### src/rtl/sif_arbiter_if.sv
// SIF arbiter bundle: XA/WA requester handshakes, backend memory port and
// the sticky protocol-error flag. The slave modport is the arbiter's view;
// the master modport is the view of the requesters plus the backend array.
interface sif_arbiter_if #(
    parameter int ADDR_W = 16,
    parameter int DATA_W = 16
);
    logic              xa_rd_s;
    logic              xa_wr_s;
    logic [ADDR_W-1:0] xa_addr;
    logic [DATA_W-1:0] xa_data_wr;
    logic [DATA_W-1:0] xa_data_rd;
    logic              xa_ack;

    logic              wa_wr_s;
    logic [ADDR_W-1:0] wa_addr;
    logic [DATA_W-1:0] wa_data_wr;
    logic              wa_ack;

    logic              mem_en;
    logic              mem_we;
    logic [ADDR_W-1:0] mem_addr;
    logic [DATA_W-1:0] mem_wdata;
    logic [DATA_W-1:0] mem_rdata;

    logic              sif_err;

    modport slave (
        input  xa_rd_s, xa_wr_s, xa_addr, xa_data_wr,
        output xa_data_rd, xa_ack,
        input  wa_wr_s, wa_addr, wa_data_wr,
        output wa_ack,
        output mem_en, mem_we, mem_addr, mem_wdata,
        input  mem_rdata,
        output sif_err
    );

    modport master (
        output xa_rd_s, xa_wr_s, xa_addr, xa_data_wr,
        input  xa_data_rd, xa_ack,
        output wa_wr_s, wa_addr, wa_data_wr,
        input  wa_ack,
        input  mem_en, mem_we, mem_addr, mem_wdata,
        output mem_rdata,
        input  sif_err
    );
endinterface

### src/rtl/sif_arbiter.sv
// sif_arbiter: shares one single-port, 1-cycle-read-latency memory between
// the XA (read/write) and WA (write-only) requesters.
// Optional build macro SIF_ARB_FIXED_PRIO_EN: XA always wins simultaneous
// requests; otherwise round-robin with a last-grant pointer that resets to WA.
//
// state   | meaning
// IDLE    | waiting for a strobe; arbitrates and latches the winner
// ACCESS  | memory cycle driven (mem_en=1)
// RD_WAIT | memory returning read data; captured into xa_data_rd
// RESP    | one-cycle ack to the granted side
module sif_arbiter #(
    parameter int ADDR_W = 16,
    parameter int DATA_W = 16
) (
    input  logic         clk,
    input  logic         rst_n,
    sif_arbiter_if.slave bus
);
    typedef enum logic [1:0] {IDLE, ACCESS, RD_WAIT, RESP} state_t;

    state_t            state;
    logic              gnt_wa;
    logic              lat_we;
`ifndef SIF_ARB_FIXED_PRIO_EN
    logic              last_wa;
`endif

    logic              xa_req;
    logic              wa_req;
    logic              pick_wa;
    logic              nxt_we;
    logic [ADDR_W-1:0] nxt_addr;
    logic [DATA_W-1:0] nxt_wdata;

    // Arbitration and selection of the winning request's access fields.
    always_comb begin
        xa_req = bus.xa_rd_s | bus.xa_wr_s;
        wa_req = bus.wa_wr_s;
`ifdef SIF_ARB_FIXED_PRIO_EN
        pick_wa = wa_req & ~xa_req;
`else
        pick_wa = wa_req & (~xa_req | ~last_wa);
`endif
        if (pick_wa) begin
            nxt_we    = 1'b1;
            nxt_addr  = bus.wa_addr;
            nxt_wdata = bus.wa_data_wr;
        end else begin
            // Both XA strobes high is treated as a write.
            nxt_we    = bus.xa_wr_s;
            nxt_addr  = bus.xa_addr;
            nxt_wdata = bus.xa_wr_s ? bus.xa_data_wr : '0;
        end
    end

    // Sequencer FSM with registered memory and handshake outputs.
    always_ff @(posedge clk) begin
        if (!rst_n) begin
            state          <= IDLE;
            gnt_wa         <= 1'b0;
            lat_we         <= 1'b0;
`ifndef SIF_ARB_FIXED_PRIO_EN
            last_wa        <= 1'b1;
`endif
            bus.xa_ack     <= 1'b0;
            bus.wa_ack     <= 1'b0;
            bus.xa_data_rd <= '0;
            bus.mem_en     <= 1'b0;
            bus.mem_we     <= 1'b0;
            bus.mem_addr   <= '0;
            bus.mem_wdata  <= '0;
            bus.sif_err    <= 1'b0;
        end else begin
            bus.xa_ack    <= 1'b0;
            bus.wa_ack    <= 1'b0;
            bus.mem_en    <= 1'b0;
            bus.mem_we    <= 1'b0;
            bus.mem_addr  <= '0;
            bus.mem_wdata <= '0;
            case (state)
                IDLE: begin
                    if (xa_req || wa_req) begin
                        gnt_wa        <= pick_wa;
                        lat_we        <= nxt_we;
`ifndef SIF_ARB_FIXED_PRIO_EN
                        last_wa       <= pick_wa;
`endif
                        bus.mem_en    <= 1'b1;
                        bus.mem_we    <= nxt_we;
                        bus.mem_addr  <= nxt_addr;
                        bus.mem_wdata <= nxt_wdata;
                        if (!pick_wa && bus.xa_rd_s && bus.xa_wr_s) begin
                            bus.sif_err <= 1'b1;
                        end
                        state <= ACCESS;
                    end
                end
                ACCESS: begin
                    if (lat_we) begin
                        if (gnt_wa) begin
                            bus.wa_ack <= 1'b1;
                        end else begin
                            bus.xa_ack <= 1'b1;
                        end
                        state <= RESP;
                    end else begin
                        state <= RD_WAIT;
                    end
                end
                RD_WAIT: begin
                    bus.xa_data_rd <= bus.mem_rdata;
                    bus.xa_ack     <= 1'b1;
                    state          <= RESP;
                end
                RESP: begin
                    state <= IDLE;
                end
                default: begin
                    state <= IDLE;
                end
            endcase
        end
    end
endmodule

### src/flat_wrapper.sv
// flat-port wrapper written by rule: the top's interface ports become plain ports
module sif_arbiter_flat 
#(
    parameter int ADDR_W = 16,
    parameter int DATA_W = 16
)
  (clk, rst_n, bus_xa_rd_s, bus_xa_wr_s, bus_xa_addr, bus_xa_data_wr, bus_xa_data_rd, bus_xa_ack, bus_wa_wr_s, bus_wa_addr, bus_wa_data_wr, bus_wa_ack, bus_mem_en, bus_mem_we, bus_mem_addr, bus_mem_wdata, bus_mem_rdata, bus_sif_err);
  sif_arbiter_if #(.ADDR_W(ADDR_W), .DATA_W(DATA_W)) bus_i ();
  input  logic clk;
  input  logic rst_n;
  input wire logic [$bits(bus_i.xa_rd_s)-1:0] bus_xa_rd_s;
  input wire logic [$bits(bus_i.xa_wr_s)-1:0] bus_xa_wr_s;
  input wire logic [$bits(bus_i.xa_addr)-1:0] bus_xa_addr;
  input wire logic [$bits(bus_i.xa_data_wr)-1:0] bus_xa_data_wr;
  output wire logic [$bits(bus_i.xa_data_rd)-1:0] bus_xa_data_rd;
  output wire logic [$bits(bus_i.xa_ack)-1:0] bus_xa_ack;
  input wire logic [$bits(bus_i.wa_wr_s)-1:0] bus_wa_wr_s;
  input wire logic [$bits(bus_i.wa_addr)-1:0] bus_wa_addr;
  input wire logic [$bits(bus_i.wa_data_wr)-1:0] bus_wa_data_wr;
  output wire logic [$bits(bus_i.wa_ack)-1:0] bus_wa_ack;
  output wire logic [$bits(bus_i.mem_en)-1:0] bus_mem_en;
  output wire logic [$bits(bus_i.mem_we)-1:0] bus_mem_we;
  output wire logic [$bits(bus_i.mem_addr)-1:0] bus_mem_addr;
  output wire logic [$bits(bus_i.mem_wdata)-1:0] bus_mem_wdata;
  input wire logic [$bits(bus_i.mem_rdata)-1:0] bus_mem_rdata;
  output wire logic [$bits(bus_i.sif_err)-1:0] bus_sif_err;
  assign bus_i.xa_rd_s = bus_xa_rd_s;
  assign bus_i.xa_wr_s = bus_xa_wr_s;
  assign bus_i.xa_addr = bus_xa_addr;
  assign bus_i.xa_data_wr = bus_xa_data_wr;
  assign bus_xa_data_rd = bus_i.xa_data_rd;
  assign bus_xa_ack = bus_i.xa_ack;
  assign bus_i.wa_wr_s = bus_wa_wr_s;
  assign bus_i.wa_addr = bus_wa_addr;
  assign bus_i.wa_data_wr = bus_wa_data_wr;
  assign bus_wa_ack = bus_i.wa_ack;
  assign bus_mem_en = bus_i.mem_en;
  assign bus_mem_we = bus_i.mem_we;
  assign bus_mem_addr = bus_i.mem_addr;
  assign bus_mem_wdata = bus_i.mem_wdata;
  assign bus_i.mem_rdata = bus_mem_rdata;
  assign bus_sif_err = bus_i.sif_err;
  sif_arbiter #(.ADDR_W(ADDR_W), .DATA_W(DATA_W)) u_core (.clk(clk), .rst_n(rst_n), .bus(bus_i));
endmodule
### config.mk
export PLATFORM = sky130hd
export DESIGN_NAME = sif_arbiter_flat
export DESIGN_NICKNAME = d
export VERILOG_FILES = /design/src/rtl/sif_arbiter_if.sv /design/src/rtl/sif_arbiter.sv /design/src/flat_wrapper.sv
export SDC_FILE = /design/constraint.sdc
export NUM_CORES = 1
export LEC_CHECK = 0
export BUFFER_PORTS_ARGS = -buffer_cell sky130_fd_sc_hd__buf_4
export CORE_MARGIN = 3
export CORE_UTILIZATION = 35
export DETAILED_ROUTE_END_ITERATION = 10
export PLACE_DENSITY = 0.66
export SETUP_SLACK_MARGIN = 0.3
export SLEW_MARGIN = 30
export SYNTH_ARGS = -nofsm -noshare
export SYNTH_HDL_FRONTEND = slang
export SYNTH_SLANG_ARGS = --single-unit
### constraint.sdc
create_clock -name clk -period 1.8 [get_ports clk]
set_input_delay 0.45 -clock clk [delete_from_list [all_inputs] [get_ports clk]]
set_output_delay 0.45 -clock clk [all_outputs]
set_load 0.005 [all_outputs]
-- Yosys cells after proc, flatten, opt, wreduce, memory -nomap -nowiden
Index checks and enable logic that the tools add are counted.
- add/sub/neg operators: 0
- $mul: 0
- div/mod/pow operators: 0
- order comparisons: 0
- eq/ne operators: 4
- shifts and indexed selects: 0
- muxes and demuxes: 12
- bitwise logic cells: 5
- reductions and logical operators: 10
- operators with widths (cell ; count):
    16-bit two-way mux ; 3
    3-bit AND reduction ; 3
    2-bit one-hot mux with 4 select lines ; 1
    1-bit two-way mux ; 6
    2-bit equality test (second input constant) ; 2
    2-bit AND reduction ; 2
    2-bit by 1-bit equality test with 1-bit output (second input constant) ; 1
    1-bit logical AND ; 2
    2-bit zero test ; 1
    2-bit two-way mux ; 1
    2-bit by 1-bit inequality test with 1-bit output (second input constant) ; 1
    1-bit NOT ; 2
    1-bit OR ; 2
    1-bit one-hot mux with 2 select lines ; 1
    1-bit bitwise AND ; 1
    1-bit zero test ; 1
    1-bit logical OR ; 1
- flip-flop bits (word level): 58
- bits in latches: 0
- memory bits (writable): 0
- bits in read-only memories: 0
- input port bits: 85
- output and inout bits: 53
- memories kept: 0

-- Logic depth before layout (Yosys ltp)
Gate-level depths: netlist of the first run.
- word-level depth: 8
- mapped depth: 6

-- Least setup slack after synthesis of the first run
No wires, ideal clock.
- path kind: reg-to-reg
- start point: reg u_core.state[0]
- end point: reg u_core.lat_we
- arrival time: 1.185 ns
- setup slack: 0.486 ns
- cell stages (with the launch flop): 7
- path buffers: 1
- period minus slack after synthesis: 1.314 ns
- path through: dfxtp_1 > inv_1 > ha_1 > and2_1 > buf_4 > o21ai_2 > nand2_1
- word-level cells in the longest chain between the ends: 2
- RTL lines (what ; line ; source):
    start, declared ; sif_arbiter.sv:21 ; state_t state;
    start signal, assigned ; sif_arbiter.sv:59 ; state <= IDLE;
    start signal, assigned ; sif_arbiter.sv:95 ; state <= ACCESS;
    start signal, assigned ; sif_arbiter.sv:105 ; state <= RESP;
    2-bit zero test ; sif_arbiter.sv:80 ; case (state)
    2-bit AND reduction (no source line) ; n/a ;
    end signal, assigned ; sif_arbiter.sv:84 ; lat_we <= nxt_we;
    end, declared ; sif_arbiter.sv:23 ; logic lat_we;
No other way between the ends.
A chain may end at the register's enable or synchronous reset.

-- Final worst setup path of the first run
- start point: reg u_core.state[0]
- end point: reg u_core.bus.mem_wdata[7]
- word-level cells in the longest chain between the ends: 2
- RTL lines (what ; line ; source):
    2-bit zero test ; sif_arbiter.sv:80 ;
    3-bit AND reduction (no source line) ; n/a ;
    end signal, assigned ; sif_arbiter.sv:91 ; bus.mem_wdata <= nxt_wdata;
    end, declared ; sif_arbiter_if.sv:33 ; output mem_en, mem_we, mem_addr, mem_wdata,
No other way between the ends.

==> metrics.txt, run 1 <==
Hold Path Class in2reg; TritonCTS buffer count 9; post-synth design cell area 2360 um^2; Synth Area per Inst 9.62 um^2; cell count after placement 445; half-perimeter wire length after placement 4660 um; antenna-violating nets left 0; Synth async-reset ratio 0%; Die Area 7760 um^2; CP Data Required Time 2.06 ns; DRT iter0 DRCs 98; Peak VDD IR approximately 0.00054 V; count of pins over their slew limit 0; Worst Path Arrival 1.61 ns; Via density 4.91; synthesis-stage register bit count 58; wire per inst 14.1 um; Startpoint Class register; syn_nets 334; RR Endpoint u_core.bus.mem_wdata[7]; post-route insts no fill 460; router iterations before antenna repair 7; # diodes 0; status complete, no violations; PwrDens 1260 nW/um^2; buffer depth of the longest clock path 2; Ports about 140; largest net degree at the start of global routing 33; Hold-fix buffers, CTS 0; routed wire length approximately 6500 um; vias in the first global route 2215; starting density of the core 36.7%; CTS root buffer clkbuf_8; count leader, synth dfxtp_1; Hold Fails Final Rpt 0; # rows 29; P&R area growth vs syn 54.0%; sequential area share after synthesis 49.3%; CTS tree built; via count 2260; Setup violations, final 0; total congestion overflow 0; GRT Util Overall 16.8%; Worst slew margin 47.4%; Sink Count just under 60; Post-synth top flop dfxtp_1; Commonest cells post-synth 58 x dfxtp_1, 34 x nand3_1, 23 x a21oi_1; fmax ~0.74 GHz; fraction of layout cells with a size suffix above 1 44.1%; TNS Setup 0 ns; WS Path Type reg2reg; die width 88.1 um; # port buffers 137; Setup crit end kind register; Tmin final about 1.4 ns; RSZ-0062 raised after global routing no; Critical Path Fanout Max 19; FF-to-FF Start u_core.state[0]; final period utilization 75.1%; Slew @ Worst Pin between 0.7 and 0.8 ns; clock slew at reported path FFs around 0.070 ns; worst clock skew about 0.0083 ns; Cells after Synth 245; min-delay src bus_wa_data_wr[4]; residual DRC count 0; hold depth 3; initial antenna violation count 0; Core Region about 6400 um^2; Synth top area share around half; Cell variety after synth 30; CTS HTree Levels 3; setup slack, reg-to-reg 0.45 ns; max-capacitance violation count 0; net total in the final layout approximately 470; RD Place Congestion 0.697; first-pass GRT wire length 10100 um; hold endpoint u_core.bus.mem_wdata[4]; Synth Warn # 0; LEAKAGE ~0.0016 uW; Clk Latency, worst-skew pair about 0.34 ns; number of enable flip-flop cells after synthesis 0; Area contributors post-synth dfxtp_1 49%, mux2i_1 7.2%, nand3_1 7.2%; reg2reg path depth 6; Die Y 88.1 um; Yosys top cell by area dfxtp_1
-- where the power goes --
group          internal (uW)  switching, uW  leakage (uW)  total (uW)
registers               1550            120      0.000474        1670
logic                    813            758       0.00103        1570
clock network            806            506      0.000112        1310
total                   3170           1380       0.00162        4560
-- flip-flops by register name (all words and copies together) (netlist names) --
signal / count
u_core.bus.mem_addr: 16
u_core.bus.mem_wdata: 16
u_core.bus.xa_data_rd: 16
u_core.state: 2
u_core.bus.mem_en: 1
u_core.bus.mem_we: 1
u_core.bus.sif_err: 1
u_core.bus.wa_ack: 1
u_core.bus.xa_ack: 1
u_core.gnt_wa: 1
u_core.last_wa: 1
u_core.lat_we: 1
-- area by class of cell --
cell class,count,area [um^2]
clock buffers,10,138
fillers,591,2790
inverters,5,18.8
well taps,77,96.3
multi-input cells,161,1040
clock inverters,5,78.8
repair buffers,144,1100
flip-flops and latches,58,1160
-- through the flow --
| step | area [um^2] | power (uW) | utilization (%) | hold WS [ns] | setup slack [ns] |
|---|---|---|---|---|---|
| 3_5_place_dp | 3400 | 3260 | 53.0 | 0.455 | 0.205 |
| 4_1_cts | 3620 | 4580 | 56.4 | 0.353 | 0.309 |
| 3_3_place_gp | 3400 | 3240 | 53.0 | 0.449 | 0.227 |
| 6_report | 3630 | 4560 | 56.5 | 0.356 | 0.449 |
| 2_1_floorplan | 2360 | 2620 | - | 0.423 | 0.486 |
| 5_1_grt | 3630 | 4840 | 56.5 | 0.356 | 0.330 |
-- worst max-delay path: stages, from the launching register on --
cell and delay, ns:
dfxtp_1 0.33, inv_1 0.12, ha_2 0.23, and2_4 0.19, buf_8 0.16, nand3_1 0.08
o21ai_0 0.17
-- metal layers --
| metal | vias up | global-route usage [%] | routed length (um) |
|---|---|---|---|
| met5 | - | 0 | 0 |
| met4 | 0 | 8.10 | 170 |
| met3 | 16 | 5.83 | 456 |
| met2 | 77 | 27.9 | 3290 |
| met1 | 1032 | 19.3 | 2590 |
| li1 | 1135 | - | - |
-- kinds of logic after synthesis --
logic type                 after synthesis  share of synthesized area [%]
AOI/OAI and AO/OA                       67                           16.9
adders and majority gates                4                           2.12
buffers and inverters                   26                           6.95
DFF                                     58                           49.3
and+or+nand+nor                         73                           17.5
muxes                                   17                           7.22
-- layout by cell type, fill, tap and decap left out, types with 5 or more instances in the layout --
| master | synthesis | final |
|---|---|---|
| buf_4 | 6 | 142 |
| dfxtp_1 | 58 | 58 |
| nand3_1 | 34 | 34 |
| a21oi_1 | 23 | 23 |
| o21ai_1 | 19 | 19 |
| nor2b_1 | 18 | 18 |
| mux2i_1 | 17 | 17 |
| o21ai_0 | 15 | 15 |
| clkbuf_8 | 0 | 10 |
| nand4_1 | 9 | 9 |
| nand2_1 | 5 | 5 |
-- how the worst max path moves through the flow --
stage | start | end | slack (ns) | cells past startpoint
2_1_floorplan | u_core.state[0] | u_core.lat_we | 0.49 | 6
3_3_place_gp | bus_xa_wr_s | u_core.bus.mem_addr[1] | 0.23 | 3
3_5_place_dp | bus_xa_wr_s | u_core.bus.mem_addr[0] | 0.21 | 3
4_1_cts | u_core.state[0] | u_core.bus.mem_wdata[7] | 0.31 | 6
5_1_grt | u_core.state[0] | u_core.bus.mem_wdata[6] | 0.33 | 6
6_report | u_core.state[0] | u_core.bus.mem_wdata[7] | 0.45 | 6
-- what timing repair did --
action                     CTS  global route
hold endpoints to repair     0             0
setup endpoints to repair    7            10
setup buffers                0             0
gates resized for setup      1             4
(Power assumes the default switching activity.)
==> run 2, diff against run 1 <==
--- a/config.mk
+++ b/config.mk
@@ -5,11 +5,12 @@
 export SDC_FILE = /design/constraint.sdc
 export NUM_CORES = 1
 export LEC_CHECK = 0
+export ABC_AREA = 1
 export BUFFER_PORTS_ARGS = -buffer_cell sky130_fd_sc_hd__buf_4
 export CORE_MARGIN = 3
 export CORE_UTILIZATION = 35
 export DETAILED_ROUTE_END_ITERATION = 10
-export PLACE_DENSITY = 0.66
+export PLACE_DENSITY = 0.7
 export SETUP_SLACK_MARGIN = 0.3
 export SLEW_MARGIN = 30
 export SYNTH_ARGS = -nofsm -noshare
==> constraint.sdc (replaced) <==
create_clock -name clk -period 1.15 [get_ports clk]
set_input_delay 0.2875 -clock clk [delete_from_list [all_inputs] [get_ports clk]]
set_output_delay 0.2875 -clock clk [all_outputs]
set_load 0.005 [all_outputs]
==> metrics.txt, run 2 <==
Cell variety after synth 23 (-23%); P&R area growth vs syn 94.1%; most frequent cells in the layout 122 x buf_4, 54 x nand2_1, 51 x buf_6; Synth async-reset ratio 0% (unchanged); Core Region 6100 um^2 (-5.1%); Setup crit end kind register; sequential area share after synthesis 51.3% (+2.0 points); Placed Area 3430 um^2 (+0.74%); buffer depth of the longest clock path 2 (unchanged); Worst slew margin 78.4% (+31 points); Die Y 86.4 um (-1.8%); syn_nets 364 (+9.0%); PwrDens 1970 nW/um^2 (+57%); Synth Warn # 0 (unchanged); CP Data Required Time 1.37 ns (-0.69 ns); Clk Latency, worst-skew pair 0.34 ns (about the same); Final Worst Setup Slack -0.0663 ns (-0.515 ns); Hold Fails Final Rpt 0 (unchanged); post-synth design cell area 2260 um^2 (-3.9%); top routing layer used met4; count of pins over their slew limit 0 (unchanged); critical-path cell list inv_6, ha_4, nand2_4, buf_4, buf_6, buf_6, nand2_2, a21oi_2; GRT Util Overall 19.2% (+2.5 points); FF-to-FF Start u_core.state[0]; total congestion overflow 0 (unchanged); max-capacitance violation count 0 (unchanged); Yosys top cell by area dfxtp_1; Post-synth top flop dfxtp_1; Slew @ Worst Pin 0.325 ns (-0.464 ns); TritonCTS buffer count 9 (unchanged); Setup violations, final 48 (+48); Slowest cell on crit path dfxtp_4; routed wire length 7770 um (+19%); Cells after Synth 275 (+12%); Startpoint Class register; worst clock skew 0.0103 ns (+0.00191 ns); antenna-violating nets left 0 (unchanged); CP max stage delay 0.37 ns (+0.04 ns); CP startpoint u_core.state[0]; status finished, violations left; clock slew at reported path FFs 0.07 ns (about the same); failing checks setup timing; mux contribution to synthesized area 0% (-7.2 points); starting density of the core 37.2% (+0.45 points); Via density 4.74 (-3.5%); # port buffers 137 (unchanged); Area contributors post-synth dfxtp_1 51%, nand2_1 9.3%, nor2_1 8.3%; Ports 138 (unchanged); RD Place Congestion 0.787 (+13%); Sink Count 58 (unchanged); CTS root buffer clkbuf_8; Synth top area share 51.3% (+2.0 points); adder-cell share of the synthesized area 2.21% (+0.087 points); via count 2521 (+12%); main combinational cell family by area after synthesis simple AND/OR/NAND/NOR gates; # rows 28 (-3.4%); xor/xnor share of the synthesized area 0% (unchanged); DRT iter0 DRCs 91 (-7.1%); # diodes 0 (unchanged); RSZ-0062 raised after global routing yes; Hold Path Class in2reg; Worst Path Arrival 1.44 ns (-0.17 ns); fmax 0.822 GHz (+11%); filler cell count in the final layout 468 (-21%); wire per inst 14.6 um (+3.3%); CTS tree built; Hold-fix buffers, CTS 0 (unchanged); WS Path Type reg2reg; Synth Area per Inst 8.24 um^2 (-14%); TNS Setup -1.55 ns (-1.55 ns); post-synthesis simple-gate area fraction 21.4% (+3.9 points); number of enable flip-flop cells after synthesis 0 (unchanged); CTS HTree Levels 3 (unchanged); Peak VDD IR 0.00133 V (+150%); Tmin final 1.22 ns (-0.135 ns); Commonest cells post-synth 58 x dfxtp_1, 56 x nand2_1, 50 x nor2_1; Die Area 7470 um^2 (-3.7%); post-route cell area 4400 um^2 (+21%); die width 86.4 um (-1.8%); min-delay src bus_mem_rdata[10]; net total in the final layout 541 (+16%); final period utilization 106% (+31 points); most common cell after layout, fill and taps aside buf_4; LEAKAGE 0.00206 uW (+27%); initial antenna violation count 0 (unchanged); router iterations before antenna repair 5 (-2); count leader, synth dfxtp_1; vias in the first global route 2449 (+11%); largest net degree at the start of global routing 24 (-27%); fraction of layout cells with a size suffix above 1 68.7% (+25 points); top flop regs u_core.bus.mem_addr x16, u_core.bus.mem_wdata x16, u_core.bus.xa_data_rd x16; hold depth 3 (unchanged); M1 WL 2980 um (+15%); half-perimeter wire length after placement 4730 um (+1.4%); Critical Path Fanout Max 4 (-15); first-pass GRT wire length 11300 um (+12%); met3 wire length 680 um (+49%); synthesis-stage register bit count 58 (unchanged); Synth Area in Compound Gates 17.4% (+0.47 points); reg2reg path depth 8 (+2); residual DRC count 0 (unchanged); Worst path most repeated cell buf_6; DR WL met2 4000 um (+22%)
[run 2: cell types whose count changed after synthesis, sizes merged, moves of 2 or more]
| cell | change |
|---|---|
| a21oi | +8 |
| buf | -5 |
| inv | +7 |
| nor2b | -18 |
| nand4 | -8 |
| o211a | -2 |
| o31ai | -2 |
| nand2 | +54 |
| a32oi | -2 |
| nor2 | +47 |
| mux2i | -17 |
| nand3 | -26 |
[run 2: layout make-up]
| class | count | area [um^2] | share of cell area (%) |
|---|---|---|---|
| clock buffer | 9 | 124 | 2.82 |
| clock inverter | 7 | 70.1 | 1.59 |
| inverter | 13 | 68.8 | 1.57 |
| multi-input combinational | 189 | 1160 | 26.4 |
| sequential | 58 | 1220 | 27.9 |
| tap | 75 | 93.8 | 2.13 |
| timing repair buffer | 180 | 1650 | 37.4 |
| timing repair inverter | 1 | 8.76 | 0.199 |
[run 2: path summary, 6_finish.rpt]
| check | endpoint | slack [ns] |
|---|---|---|
| setup / recovery | u_core.gnt_wa | -0.07 |
| hold / removal | u_core.bus.xa_data_rd[10] | 0.17 |
| setup reg to reg | u_core.gnt_wa | -0.07 |
| hold reg to reg | u_core.bus.sif_err | 0.47 |
[run 2: stage by stage]
| step | cells | utilization [%] | setup WS [ns] | power (uW) | hold WS (ns) |
|---|---|---|---|---|---|
| after floorplan | 275 | - | 0.0621 | 4090 | 0.422 |
| after detailed placement | 484 | 56.2 | -0.0269 | 5220 | 0.440 |
| final | 532 | 72.1 | -0.0663 | 8670 | 0.166 |
| after global routing | 532 | 72.1 | -0.123 | 9150 | 0.169 |
| after global placement | 484 | 56.2 | -0.0295 | 5160 | 0.441 |
| after CTS | 522 | 68.6 | -0.0159 | 8210 | 0.159 |
[run 2: cell families (layout without fill, tap and decap cells)]
logic type               count (synthesis)  count (layout)
buffers and inverters                   28             210
flip-flops                              58              58
adder cells (fa/ha/maj)                  4               4
AND/OR/NAND/NOR                        119             119
AO/OA/AOI/OAI                           66              66
[run 2: metal layers]
layer	GRT usage (%)	vias up
met5	0	-
met4	7.51	0
met3	6.18	11
met2	33.9	109
met1	21.4	1153
li1	-	1248
[run 2: report_power, final]
part,total [uW],internal (uW),switching [uW],leakage (uW)
clock network,1830,994,839,0.0000990
registers,2900,2570,325,0.000494
logic,3940,2250,1690,0.00147
total,8670,5810,2850,0.00206
[run 2: repair_timing]
action | CTS | global route
buffers inserted | 20 | 9
pin swaps | 19 | 7
setup endpoints to repair | 111 | 111
cloned | 2 | 1
gates resized for setup | 116 | 42
[run 2: worst max-delay path, delay by kind of cell, from the launching register on]
family / cells / cell delay (ns)
AO/OA/AOI/OAI: 1 / 0.05
buffers and inverters: 4 / 0.43
flip-flops: 1 / 0.37
adder cells (fa/ha/maj): 1 / 0.15
AND/OR/NAND/NOR: 2 / 0.11
